===== src/rtl/inst_issue_buffer.sv =====
// -----------------------------------------------------------------------------
// inst_issue_buffer
//
// Consumer end of the fetch-to-decode interface. Samples the two-instruction
// bundle presented by fetch, drops NOP fill slots, queues the remaining
// instructions in program order and issues one per cycle to decode over a
// valid/ready handshake. Drives an interlock back to fetch whenever the queue
// could not absorb another full bundle.
//
// Ports:
//   clk           clock
//   rstn          asynchronous active-low reset
//   fetch_bundle  [63:32] older instruction, [31:0] younger instruction
//   fetch_stall   stall seen by fetch; fetch holds its bundle while high
//   interlock     to fetch; fetch holds its bundle while high
//   flush         drop all queued instructions and the bundle of this cycle
//   issue_valid   issue_inst carries a valid instruction
//   issue_inst    head-of-queue instruction (NOP when empty)
//   issue_ready   decode accepts issue_inst at this edge
//   count         current occupancy
// -----------------------------------------------------------------------------
module inst_issue_buffer #(
    parameter int unsigned DEPTH = 4,
    parameter logic [31:0] NOP   = 32'hE000_0000
) (
    input  logic                     clk,
    input  logic                     rstn,
    input  logic [63:0]              fetch_bundle,
    input  logic                     fetch_stall,
    output logic                     interlock,
    input  logic                     flush,
    output logic                     issue_valid,
    output logic [31:0]              issue_inst,
    input  logic                     issue_ready,
    output logic [$clog2(DEPTH):0]   count
);

    localparam int unsigned AW = $clog2(DEPTH);
    localparam int unsigned CW = AW + 1;

    logic [31:0]   mem_q [DEPTH];
    logic [AW-1:0] head_q, head_d;
    logic [AW-1:0] tail_q, tail_d;
    logic [AW-1:0] yng_addr;
    logic [CW-1:0] count_q, count_d;
    logic          bundle_new_q;

    logic [31:0]   slot_old, slot_yng;
    logic          wr_old, wr_yng;
    logic [1:0]    n_in;
    logic          deq;
    logic [CW:0]   occ_in;

    // Enqueue decode, interlock and issue outputs.
    always_comb begin
        slot_old    = fetch_bundle[63:32];
        slot_yng    = fetch_bundle[31:0];
        // A bundle is only new in the cycle after fetch was allowed to advance;
        // otherwise it is a repeat of one already taken.
        wr_old      = bundle_new_q & ~flush & (slot_old != NOP);
        wr_yng      = bundle_new_q & ~flush & (slot_yng != NOP);
        n_in        = {1'b0, wr_old} + {1'b0, wr_yng};
        // Younger slot lands right behind the older one, or at tail if the
        // older slot was a NOP.
        yng_addr    = tail_q + AW'(wr_old);
        occ_in      = (CW+1)'(count_q) + (CW+1)'(n_in);
        // Dequeue is not credited: next occupancy stays <= DEPTH-2, so any
        // bundle admitted while interlock is low always fits.
        interlock   = ~flush & (occ_in > (CW+1)'(DEPTH - 2));
        issue_valid = (count_q != '0);
        issue_inst  = issue_valid ? mem_q[head_q] : NOP;
        deq         = issue_valid & issue_ready & ~flush;
        count       = count_q;
    end

    // Pointer and occupancy next state.
    always_comb begin
        head_d  = head_q;
        tail_d  = tail_q;
        count_d = count_q;
        if (flush) begin
            head_d  = tail_q;
            count_d = '0;
        end else begin
            if (deq) begin
                head_d = head_q + 1'b1;
            end
            tail_d  = tail_q + AW'(n_in);
            count_d = count_q + CW'(n_in) - CW'(deq);
        end
    end

    always_ff @(posedge clk or negedge rstn) begin
        if (!rstn) begin
            head_q       <= '0;
            tail_q       <= '0;
            count_q      <= '0;
            bundle_new_q <= 1'b0;
        end else begin
            head_q       <= head_d;
            tail_q       <= tail_d;
            count_q      <= count_d;
            bundle_new_q <= ~fetch_stall & ~interlock;
        end
    end

    // Storage needs no reset: entries are only read when count is non-zero.
    always_ff @(posedge clk) begin
        if (wr_old) begin
            mem_q[tail_q] <= slot_old;
        end
        if (wr_yng) begin
            mem_q[yng_addr] <= slot_yng;
        end
    end

    // The interlock makes overflow unreachable; catch any design error.
    assert property (@(posedge clk) disable iff (!rstn) occ_in <= (CW+1)'(DEPTH))
        else $error("inst_issue_buffer overflow: count %0d + n_in %0d", count_q, n_in);

endmodule

===== config.mk =====
export PLATFORM = sky130hd
export DESIGN_NAME = inst_issue_buffer
export DESIGN_NICKNAME = d
export VERILOG_FILES = /design/src/rtl/inst_issue_buffer.sv
export SDC_FILE = /design/constraint.sdc
export NUM_CORES = 1
export LEC_CHECK = 0
export CAP_MARGIN = 20
export CORE_ASPECT_RATIO = 1.1
export CORE_UTILIZATION = 50
export DETAILED_ROUTE_END_ITERATION = 7
export PLACE_DENSITY = 0.74
export SLEW_MARGIN = 0
export SYNTH_ARGS = -nofsm -noshare
export SYNTH_HDL_FRONTEND = slang
export SYNTH_SLANG_ARGS = --single-unit

===== constraint.sdc =====
create_clock -name clk -period 7.5 [get_ports clk]
set_input_delay 0.75 -clock clk [delete_from_list [all_inputs] [get_ports clk]]
set_output_delay 0.75 -clock clk [all_outputs]
set_load 0.01 [all_outputs]

After elaboration in Yosys (flattened, before gate mapping). Memory sizes are Yosys's and may differ from the RTL's. Cells that the tools add are included.

Memories: 1. Memory bits (writable): 128. Input port bits: 69. Flip-flop bits (word level): 8.

Memory list: mem_q (depth 4, bits a word 32, rd ports 1, clocked after memory_dff 0, write ports 2, RTL line 41) `logic [31:0] mem_q [DEPTH];`.

Bitwise gates (word level): 10. Equality and inequality tests: 2. Add/subtract/negate cells: 7. Reductions and logical operators: 2. Magnitude comparators: 1. Muxes and demuxes: 8.

Operators by type and width (number): 32-bit != test (second input constant) (2); 32-bit 2-to-1 mux (1); 1-bit bitwise AND (7); 3-bit by 2-bit adder with 4-bit output (1); 4-bit by 2-bit > comparator with 1-bit output (second input constant) (1); 1-bit 2-to-1 mux (4); 2-bit 2-to-1 mux (2); 3-bit by 2-bit adder with 3-bit output (1); 3-bit 2-to-1 mux (1); 1-bit NOT (3); 3-bit nonzero test (1); 3-bit by 1-bit subtractor with 3-bit output (1); 1-bit by 1-bit adder with 2-bit output (1); 2-bit by 1-bit adder with 2-bit output (1); 2-bit by 1-bit adder with 2-bit output (second input constant) (1); 2-bit adder (1); 2-bit nonzero test (1).

Longest topological paths before layout. Gate-level depths: netlist of the first run.

Depth after elaboration: 9. Depth in mapped cells: 13. Depth with buffers taken out: 13.

Worst setup path before layout of the first run. No wires, ideal clock.

Kind: input port to flip-flop. From: input fetch_bundle[37]. To: memory mem_q[2][0] (enable). Library setup time: 0.657 ns. Cell stages on the path: 10. Data arrival time: 3.524 ns. Slack: 3.319 ns. Path through: nor4_1 nand4_1 o21ai_0 inv_1 ha_1 xnor2_1 nor3_1 o21ai_2 buf_4 o21ai_0.

RTL lines: start: declaration (RTL line 28) `input logic [63:0] fetch_bundle,`; end: declaration (RTL line 41).

Final worst setup path of the first run.
From: input fetch_bundle[58]. To: output interlock.

Word-level cells in the longest chain between the ends: 6.

RTL lines: 32-bit != test (RTL line 60) `wr_old = bundle_new_q & ~flush & (slot_old != NOP);`; 1-bit bitwise AND (RTL line 60); 1-bit by 1-bit adder with 2-bit output (RTL line 62) `n_in = {1'b0, wr_old} + {1'b0, wr_yng};`; 3-bit by 2-bit adder with 4-bit output (RTL line 66) `occ_in = (CW+1)'(count_q) + (CW+1)'(n_in);`; 4-bit by 2-bit > comparator with 1-bit output (RTL line 69) `interlock = ~flush & (occ_in > (CW+1)'(DEPTH - 2));`; 1-bit bitwise AND (RTL line 69); end: declaration (RTL line 30) `output logic interlock,`.

No other way between the ends.

==> results of run 1 <==
-- worst paths after layout --
check	startpoint	to	slack (ns)	cells after the start
setup / recovery	fetch_bundle[58]	interlock	2.23	13
hold / removal	rstn	head_q[0]	0.62	1
setup reg to reg	bundle_new_q	mem_q[3][12]	4.07	11
hold reg to reg	tail_q[1]	tail_q[1]	0.67	1
max in group asynchronous	rstn	head_q[0]	6.60	1
min in group clk	tail_q[1]	tail_q[1]	0.67	1
-- through the flow --
step                hold slack [ns]  instance area, um2  utilization  instances  worst slack [ns]
floorplan                     0.454                7220            -        437              3.32
finish                        0.617                9050        0.648        748              2.23
global route                  0.641                9050        0.648        748              2.01
CTS                           0.610                9050        0.648        748              2.21
global placement              0.636                8460        0.606        716              2.22
detailed placement            0.650                8460        0.606        716              2.23
-- layer usage --
metal,track usage,share of wire
met1,0.308,0.40
met5,0,0
met3,0.0492,0.062
met4,0.0759,0.016
met2,0.414,0.52
-- layout make-up --
cell class	count	area, um2
repair buffers	116	1130
flip-flops and latches	136	4050
well taps	188	235
fillers	1088	4910
inverters	8	30.0
multi-input cells	268	3010
clock inverters	10	151
clock buffers	22	444
-- registers in the layout, summed over array words and instances, names as in the netlist --
name	count
tail_q	2
head_q	2
mem_q	128
bundle_new_q	1
count	3
-- power by group through the flow --
stage                     Combinational [mW]  Sequential (mW)  Clock, mW
after floorplan                        0.768             1.09          0
after global placement                  1.17             1.15          0
after detailed placement                1.19             1.16          0
after CTS                               1.19             1.14      0.860
after global routing                    1.26             1.16      0.888
final                                   1.18             1.14      0.848
-- cell families (layout without fill, tap and decap cells) --
group / after synthesis / after routing / share of synthesized area
xor+xnor: 7 / 7 / 0.00849
fa+ha+maj: 10 / 10 / 0.0194
compound gates: 15 / 15 / 0.0166
buf+inv: 33 / 156 / 0.0326
simple gates: 76 / 76 / 0.0634
flops: 136 / 136 / 0.560
mux: 160 / 160 / 0.299
-- Yosys cell counts, types with 2 or more instances --
library cell / n / area share
nand4_1: 2 / 0.0017
buf_4: 3 / 0.0031
nor4_1: 14 / 0.012
or2_2: 4 / 0.0035
nor2_1: 9 / 0.0047
dfrtp_1: 8 / 0.028
fa_1: 2 / 0.0055
buf_6: 9 / 0.014
mux2_2: 125 / 0.19
xnor2_1: 4 / 0.0049
xor2_1: 3 / 0.0036
nor3_1: 2 / 0.0014
nor2b_1: 2 / 0.0017
clkbuf_1: 9 / 0.0047
mux4_2: 32 / 0.10
nand2_1: 6 / 0.0031
nand4_2: 2 / 0.0035
and2_1: 29 / 0.025
o21ai_0: 8 / 0.0055
ha_1: 8 / 0.014
edfxtp_1: 128 / 0.53
inv_1: 8 / 0.0042
nand2b_1: 2 / 0.0017
mux2_1: 3 / 0.0047
buf_2: 3 / 0.0021
o211ai_2: 2 / 0.0035
-- cell usage in the layout, fill, tap and decap left out, drive strengths merged --
| master | instances |
|---|---|
| and4b | 2 |
| mux4 | 32 |
| clkdlybuf4s50 | 105 |
| buf | 11 |
| clkbuf | 22 |
| nand3 | 1 |
| o2111ai | 1 |
| nor3 | 2 |
| fa | 2 |
| o21ai | 9 |
| clkinv | 5 |
| nand2b | 2 |
| nor4 | 14 |
| or2b | 1 |
| o31ai | 1 |
| a21o | 1 |
| a21oi | 1 |
| o211ai | 2 |
| mux2 | 128 |
| or2 | 4 |
| xor2 | 3 |
| clkinvlp | 1 |
| edfxtp | 128 |
| inv | 8 |
| dfrtp | 8 |
| nand2 | 6 |
| bufinv | 4 |
| nor2 | 9 |
| and2 | 29 |
| nor2b | 2 |
| ha | 8 |
| nand4 | 4 |
| xnor2 | 4 |
==> flow_metrics.env, run 1 <==
export IMPL_drive_gt1_frac=0.377
export IMPL_clockBufferDepth=2
export IMPL_power_frac_clock=0.268
export IMPL_period_share=0.702
export IMPL_cts_sinks=136
export IMPL_finalHoldViolCount=0
export IMPL_layout_min_cycle_time_ns=5.27
export IMPL_hold_buffers=0
export IMPL_overflow=0
export IMPL_antenna_found_initial=0
export IMPL_netSwitchingPower_mw=0.936
export IMPL_core_um2=14000
export IMPL_cts_max_level=4
export IMPL_nets=626
export IMPL_cp_end_kind="output port"
export IMPL_syn_cell_area_um2=7220
export IMPL_areaGrowthSynthToFinish_pct=25.4
export IMPL_power_density_nw_per_um2=350
export IMPL_worstPathCellList="clkdlybuf4s50_1 > nor4_1 > nand4_1 > o21ai_0 > buf_4 > inv_1 > ha_1 > ha_1 > fa_1 > or2_2 > o21ai_0 > a21oi_1 > clkdlybuf4s50_1"
export IMPL_dieArea_um2=14900
export IMPL_crit_slowest_cell="nor4_1"
export IMPL_numCtsBuffers=17
export IMPL_p_int_mw=2.23
export IMPL_status="completed"
export IMPL_synth_seq_cells=136
export IMPL_start_util=0.517
export IMPL_power_mw=3.17
export IMPL_hp_class="input port to async pin"
export IMPL_crit_type="input port to output port"
export IMPL_wl_per_cell_um=22.4
export IMPL_tightest_slew_ns=1.12
export IMPL_portBuffers=105
export IMPL_grt_pass1_vias=4548
export IMPL_cp_slowest_stage_delay_ns=0.72
export IMPL_insertion_delay_ns=0.41
export IMPL_crit_path_max_fanout=5
export IMPL_required_ns=6.75
export IMPL_drv_slew=0
export IMPL_tns_ns=0
export IMPL_async_flop_share=0.0588
export IMPL_switching_share=0.295
export IMPL_postCtsSetupBuffers=0
export IMPL_grt_max_degree=33
export IMPL_ys_warn_count=0
export IMPL_n_antenna_cell=0
export IMPL_detail_route_antenna_nets=0
export IMPL_place_congestion=0.750
export IMPL_finClkSkew_ns=0.00631
export IMPL_viasPerCell=5.86
export IMPL_power_leakage_nw=3.12
export IMPL_crit_arrival_ns=4.52
export IMPL_synth_net_count=516
export IMPL_route_vias_total=4382
export IMPL_ys_types=36
export IMPL_drt_initial_drc_count=256
export IMPL_drc=0
export IMPL_finalSetupViolCount=0
export IMPL_drv_cap=0
export IMPL_synth_ff_type="edfxtp_1"
export IMPL_grt_pass1_wl_mm=25.8
export IMPL_cts_root_buf="clkbuf_16"
export IMPL_die_height_um=128
export IMPL_critPathLaunchType="input port"
export IMPL_grt_total_usage=0.242
export IMPL_vdd_ir_drop_max_v=0.000171
export IMPL_cts_tree="done"
export IMPL_netlist_instances=437
export IMPL_synth_edf_count=128
export IMPL_syn_avg_cell_area_um2=16.5
export IMPL_pin_count=106
export IMPL_dp_final_hpwl_mm=10.7
export IMPL_max_slew_margin=0.255
export IMPL_path_buf_inv=4
export IMPL_ys_seq_area_frac=0.560
export IMPL_firstDrtPassIters=5
export IMPL_p_comb_frac=0.372
export IMPL_path_delay_family="buffers and inverters"
export IMPL_die_x_um=117
export IMPL_rsz0062_at_grt="false"
export IMPL_totalWireLength_mm=16.8
export IMPL_clock_fmax_ghz=0.190
export IMPL_clkTransAtPathRegs_ns=0.06
export IMPL_p_seq_frac=0.360
export IMPL_postCtsResizedCells=0
export IMPL_num_rows=45
(Power assumes the default switching activity.)
==> run 2, diff against run 1 <==
==> constraint.sdc (replaced) <==
create_clock -name clk -period 5.4 [get_ports clk]
set_input_delay 0.54 -clock clk [delete_from_list [all_inputs] [get_ports clk]]
set_output_delay 0.54 -clock clk [all_outputs]
set_load 0.01 [all_outputs]
==> flow_metrics.env, run 2 (synthesis gave the netlist of run 1 again) <==
export IMPL_clockBufferDepth=2
export IMPL_drv_cap=0
export IMPL_clkTransAtPathRegs_ns=0.05
export IMPL_grt_total_usage=0.238
export IMPL_required_ns=4.86
export IMPL_insertion_delay_ns=0.42
export IMPL_path_buf_inv=4
export IMPL_rr_startpoint="bundle_new_q"
export IMPL_n_antenna_cell=0
export IMPL_hold_buffers=0
export IMPL_largest_register_ffs=128
export IMPL_grt_max_degree=33
export IMPL_vdd_ir_drop_max_v=0.000201
export IMPL_max_slew_margin=0.278
export IMPL_cp_end_kind="output port"
export IMPL_hp_class="input port to async pin"
export IMPL_postCtsSetupBuffers=0
export IMPL_route_vias_total=4362
export IMPL_clock_fmax_ghz=0.209
export IMPL_dieArea_um2=14900
export IMPL_die_x_um=117
export IMPL_layout_common_cells="edfxtp_1 (128), mux2_2 (125), clkdlybuf4s50_1 (105)"
export IMPL_detail_route_antenna_nets=0
export IMPL_viasPerCell=5.82
export IMPL_cts_tree="done"
export IMPL_areaGrowthSynthToFinish_pct=25.0
export IMPL_layout_min_cycle_time_ns=4.77
export IMPL_crit_type="input port to output port"
export IMPL_power_density_nw_per_um2=475
export IMPL_core_um2=14000
export IMPL_rsz0062_at_grt="false"
export IMPL_crit_path_max_fanout=5
export IMPL_wl_per_cell_um=22.1
export IMPL_path_delay_family="buffers and inverters"
export IMPL_status="completed"
export IMPL_cts_root_buf="clkbuf_16"
export IMPL_cp_slowest_stage_delay_ns=0.64
export IMPL_crit_start="fetch_bundle[57]"
export IMPL_place_congestion=0.776
export IMPL_crit_arrival_ns=4.23
export IMPL_tightest_slew_ns=1.08
export IMPL_critPathLaunchType="input port"
export IMPL_postCtsResizedCells=0
export IMPL_nets=628
export IMPL_power_leakage_nw=3.10
export IMPL_crit_slowest_cell="nor4_1"
export IMPL_portBuffers=105
export IMPL_overflow=0
export IMPL_start_util=0.517
export IMPL_drc=0
export IMPL_grt_pass1_wl_mm=25.3
export IMPL_drive_gt1_frac=0.377
export IMPL_firstDrtPassIters=4
export IMPL_drt_initial_drc_count=245
export IMPL_grt_pass1_vias=4621
export IMPL_antenna_found_initial=0
export IMPL_totalWireLength_mm=16.6
export IMPL_drv_slew=0
export IMPL_num_rows=45
export IMPL_dp_final_hpwl_mm=10.6
export IMPL_worstPathCellList="clkdlybuf4s50_1 > nor4_1 > nand4_1 > o21ai_0 > buf_4 > inv_1 > ha_1 > ha_1 > fa_1 > or2_2 > o21ai_0 > a21oi_1 > clkdlybuf4s50_1"
export IMPL_instances_no_fill=750
export IMPL_period_share=0.884
export IMPL_cts_sinks=136
export IMPL_dp_cells=717
export IMPL_tns_ns=0
export IMPL_finalSetupViolCount=0
export IMPL_cts_max_level=4
export IMPL_pin_count=106
export IMPL_largest_register="mem_q"
export IMPL_finalHoldViolCount=0
export IMPL_numCtsBuffers=17
export IMPL_die_height_um=128
export IMPL_layout_commonest_cell="edfxtp_1"
export IMPL_finClkSkew_ns=0.00698
-- run 2: final cells by class --
class,count,area (um2)
Fill cell,1064,4940
Multi-Input combinational cell,268,3010
Timing Repair Buffer,118,1180
Clock inverter,12,85.1
Inverter,8,30.0
Sequential cell,136,4050
Clock buffer,20,437
Tap cell,188,235
-- run 2: worst reg2reg max path, delay by kind of cell (launching register included) --
family,cells,cell delay (ns)
simple gates,2,0.34
fa+ha+maj,1,0.19
mux,1,0.36
xor+xnor,1,0.51
compound gates,2,0.59
buf+inv,3,0.66
flops,1,0.38
-- run 2: final timing paths --
check                               endpoint  slack [ns]  depth (start not counted)
worst max register to register  mem_q[3][29]        2.11                         10
min in group clk                bundle_new_q        0.66                          2
worst min-delay path               head_q[0]        0.40                          1
worst max-delay path               interlock        0.63                         13
worst min register to register     tail_q[1]        0.68                          1
max in group asynchronous          head_q[0]        4.71                          1
-- run 2: stage by stage --
step	utilization	power, mW	cell area [um2]	hold WS [ns]	setup slack [ns]
after floorplan	-	2.58	7220	0.244	1.43
after CTS	0.645	4.31	9010	0.400	0.569
after global placement	0.608	3.25	8490	0.648	0.593
final	0.647	4.29	9030	0.404	0.626
after global routing	0.647	4.50	9030	0.429	0.339
after detailed placement	0.608	3.28	8490	0.666	0.624
-- run 2: per-layer routing --
| metal | up-vias | routed length (um) | GRT usage |
|---|---|---|---|
| met5 | - | 0 | 0 |
| met1 | 2232 | 6770 | 0.300 |
| li1 | 1963 | - | - |
| met2 | 146 | 8620 | 0.403 |
| met4 | 0 | 258 | 0.0975 |
| met3 | 21 | 940 | 0.0459 |
-- run 2: power by group --
group / switching (mW) / leakage, nW / internal, mW
Sequential: 0.154 / 1.27 / 1.43
Combinational: 0.739 / 1.58 / 0.928
Clock: 0.416 / 0.253 / 0.620
Total: 1.31 / 3.10 / 2.98
==> run 3, diff against run 2 <==
--- a/config.mk
+++ b/config.mk
@@ -7,10 +7,11 @@
 export LEC_CHECK = 0
 export CAP_MARGIN = 20
 export CORE_ASPECT_RATIO = 1.1
+export CORE_MARGIN = 2
 export CORE_UTILIZATION = 50
 export DETAILED_ROUTE_END_ITERATION = 7
+export MAX_ROUTING_LAYER = met4
 export PLACE_DENSITY = 0.74
-export SLEW_MARGIN = 0
 export SYNTH_ARGS = -nofsm -noshare
 export SYNTH_HDL_FRONTEND = slang
 export SYNTH_SLANG_ARGS = --single-unit
==> flow_metrics.env, run 3 (synthesis gave the netlist of run 1 again) <==
export IMPL_viasPerCell=5.79
export IMPL_hold_buffers=0
export IMPL_drv_cap=0
export IMPL_layout_common_cells="edfxtp_1 (128), mux2_2 (125), clkdlybuf4s50_1 (105)"
export IMPL_n_antenna_cell=0
export IMPL_drv_slew=0
export IMPL_wl_per_cell_um=22.8
export IMPL_grt_pass1_wl_mm=26.4
export IMPL_finClkSkew_ns=0.00724
export IMPL_numCtsBuffers=17
export IMPL_place_congestion=0.790
export IMPL_crit_arrival_ns=4.25
export IMPL_status="completed"
export IMPL_die_height_um=130
export IMPL_insertion_delay_ns=0.42
export IMPL_drc=0
export IMPL_largest_register="mem_q"
export IMPL_largest_register_ffs=128
export IMPL_totalWireLength_mm=17.2
export IMPL_clkTransAtPathRegs_ns=0.06
export IMPL_post_route_util=0.635
export IMPL_dieArea_um2=15400
export IMPL_firstDrtPassIters=5
export IMPL_layout_commonest_cell="edfxtp_1"
export IMPL_route_vias_total=4360
export IMPL_postCtsSetupBuffers=0
export IMPL_antenna_found_initial=0
export IMPL_clock_fmax_ghz=0.209
export IMPL_drt_initial_drc_count=348
export IMPL_crit_start="fetch_bundle[40]"
export IMPL_detail_route_antenna_nets=0
export IMPL_postCtsResizedCells=0
export IMPL_power_leakage_nw=3.11
export IMPL_vdd_ir_drop_max_v=0.000345
export IMPL_grt_total_usage=0.240
export IMPL_cts_max_level=4
export IMPL_clockBufferDepth=2
export IMPL_finalHoldViolCount=0
export IMPL_worstPathCellList="clkdlybuf4s50_1 > nor4_1 > nand4_1 > o21ai_0 > inv_1 > ha_1 > ha_1 > fa_1 > or2_2 > o21ai_0 > a21oi_1 > clkdlybuf4s50_1"
export IMPL_cp_end_kind="output port"
export IMPL_overflow=0
export IMPL_core_um2=14300
export IMPL_rsz0062_at_grt="false"
export IMPL_rr_startpoint="bundle_new_q"
export IMPL_pin_count=106
export IMPL_cts_root_buf="clkbuf_16"
export IMPL_grt_max_degree=33
export IMPL_die_x_um=119
export IMPL_num_rows=46
export IMPL_cts_sinks=136
export IMPL_cp_slowest_stage_delay_ns=0.61
export IMPL_tns_ns=0
export IMPL_max_slew_margin=0.293
export IMPL_fin_ws_ns=0.613
export IMPL_crit_type="input port to output port"
export IMPL_power_density_nw_per_um2=484
export IMPL_hp_class="input port to async pin"
export IMPL_dp_final_hpwl_mm=11.0
export IMPL_crit_path_max_fanout=5
export IMPL_dp_slack_ns=0.582
export IMPL_period_share=0.887
export IMPL_crit_slowest_cell="nor4_1"
export IMPL_areaGrowthSynthToFinish_pct=25.5
export IMPL_critPathLaunchType="input port"
export IMPL_portBuffers=105
export IMPL_grt_pass1_vias=4655
export IMPL_start_util=0.506
export IMPL_layout_min_cycle_time_ns=4.79
export IMPL_cts_tree="done"
export IMPL_nets=627
export IMPL_required_ns=4.86
export IMPL_drive_gt1_frac=0.374
export IMPL_finalSetupViolCount=0
export IMPL_tightest_slew_ns=1.06
export IMPL_hold_slack_ns=0.401
==> run 3: cell types whose count changed in the layout (fill, tap and decap cells not counted) <==
cell / delta
buf_12: -1
bufinv_16: +2
clkbuf_1: -1
clkinv_1: +2
clkinv_2: -2
clkinvlp_4: -1
==> run 3: report_power, final <==
group	internal [mW]	switching, mW
combinational	0.919	0.766
sequential	1.43	0.139
clock	0.712	0.418
total	3.07	1.32
==> run 3: final timing paths <==
| check | slack, ns | cells past startpoint | end |
|---|---|---|---|
| hold reg to reg | 0.66 | 1 | tail_q[1] |
| hold / removal | 0.40 | 1 | count[0] |
| setup / recovery | 0.61 | 12 | interlock |
| min in group clk | 0.66 | 1 | tail_q[1] |
| max in group asynchronous | 4.71 | 1 | head_q[0] |
| setup reg to reg | 2.37 | 9 | mem_q[3][26] |
==> run 3: final cells by class <==
| type | count | area (um2) |
|---|---|---|
| fill | 1119 | 5220 |
| sequential | 136 | 4050 |
| multi-input combinational | 268 | 3010 |
| timing repair buffer | 117 | 1160 |
| clock buffer | 19 | 433 |
| tap | 192 | 240 |
| clock inverter | 13 | 135 |
| inverter | 8 | 30.0 |
==> run 3: routing by layer <==
layer	track usage	routed length (um)
met4	0.0777	166
met1	0.284	7010
met5	-	0
met2	0.416	9180
met3	0.0459	817
==> run 3: critical path: cells and delay by family <==
| family | cells | cell delay (ns) |
|---|---|---|
| compound gates | 3 | 0.47 |
| fa+ha+maj | 3 | 0.96 |
| buf+inv | 3 | 1.09 |
| simple gates | 3 | 1.18 |
==> run 3: stage by stage <==
step	instances	total power, mW	cell area (um2)
final	753	4.39	9060
after CTS	753	4.43	9060
after global placement	720	3.25	8480
after floorplan	437	2.58	7220
after detailed placement	721	3.30	8490
after global routing	753	4.59	9060
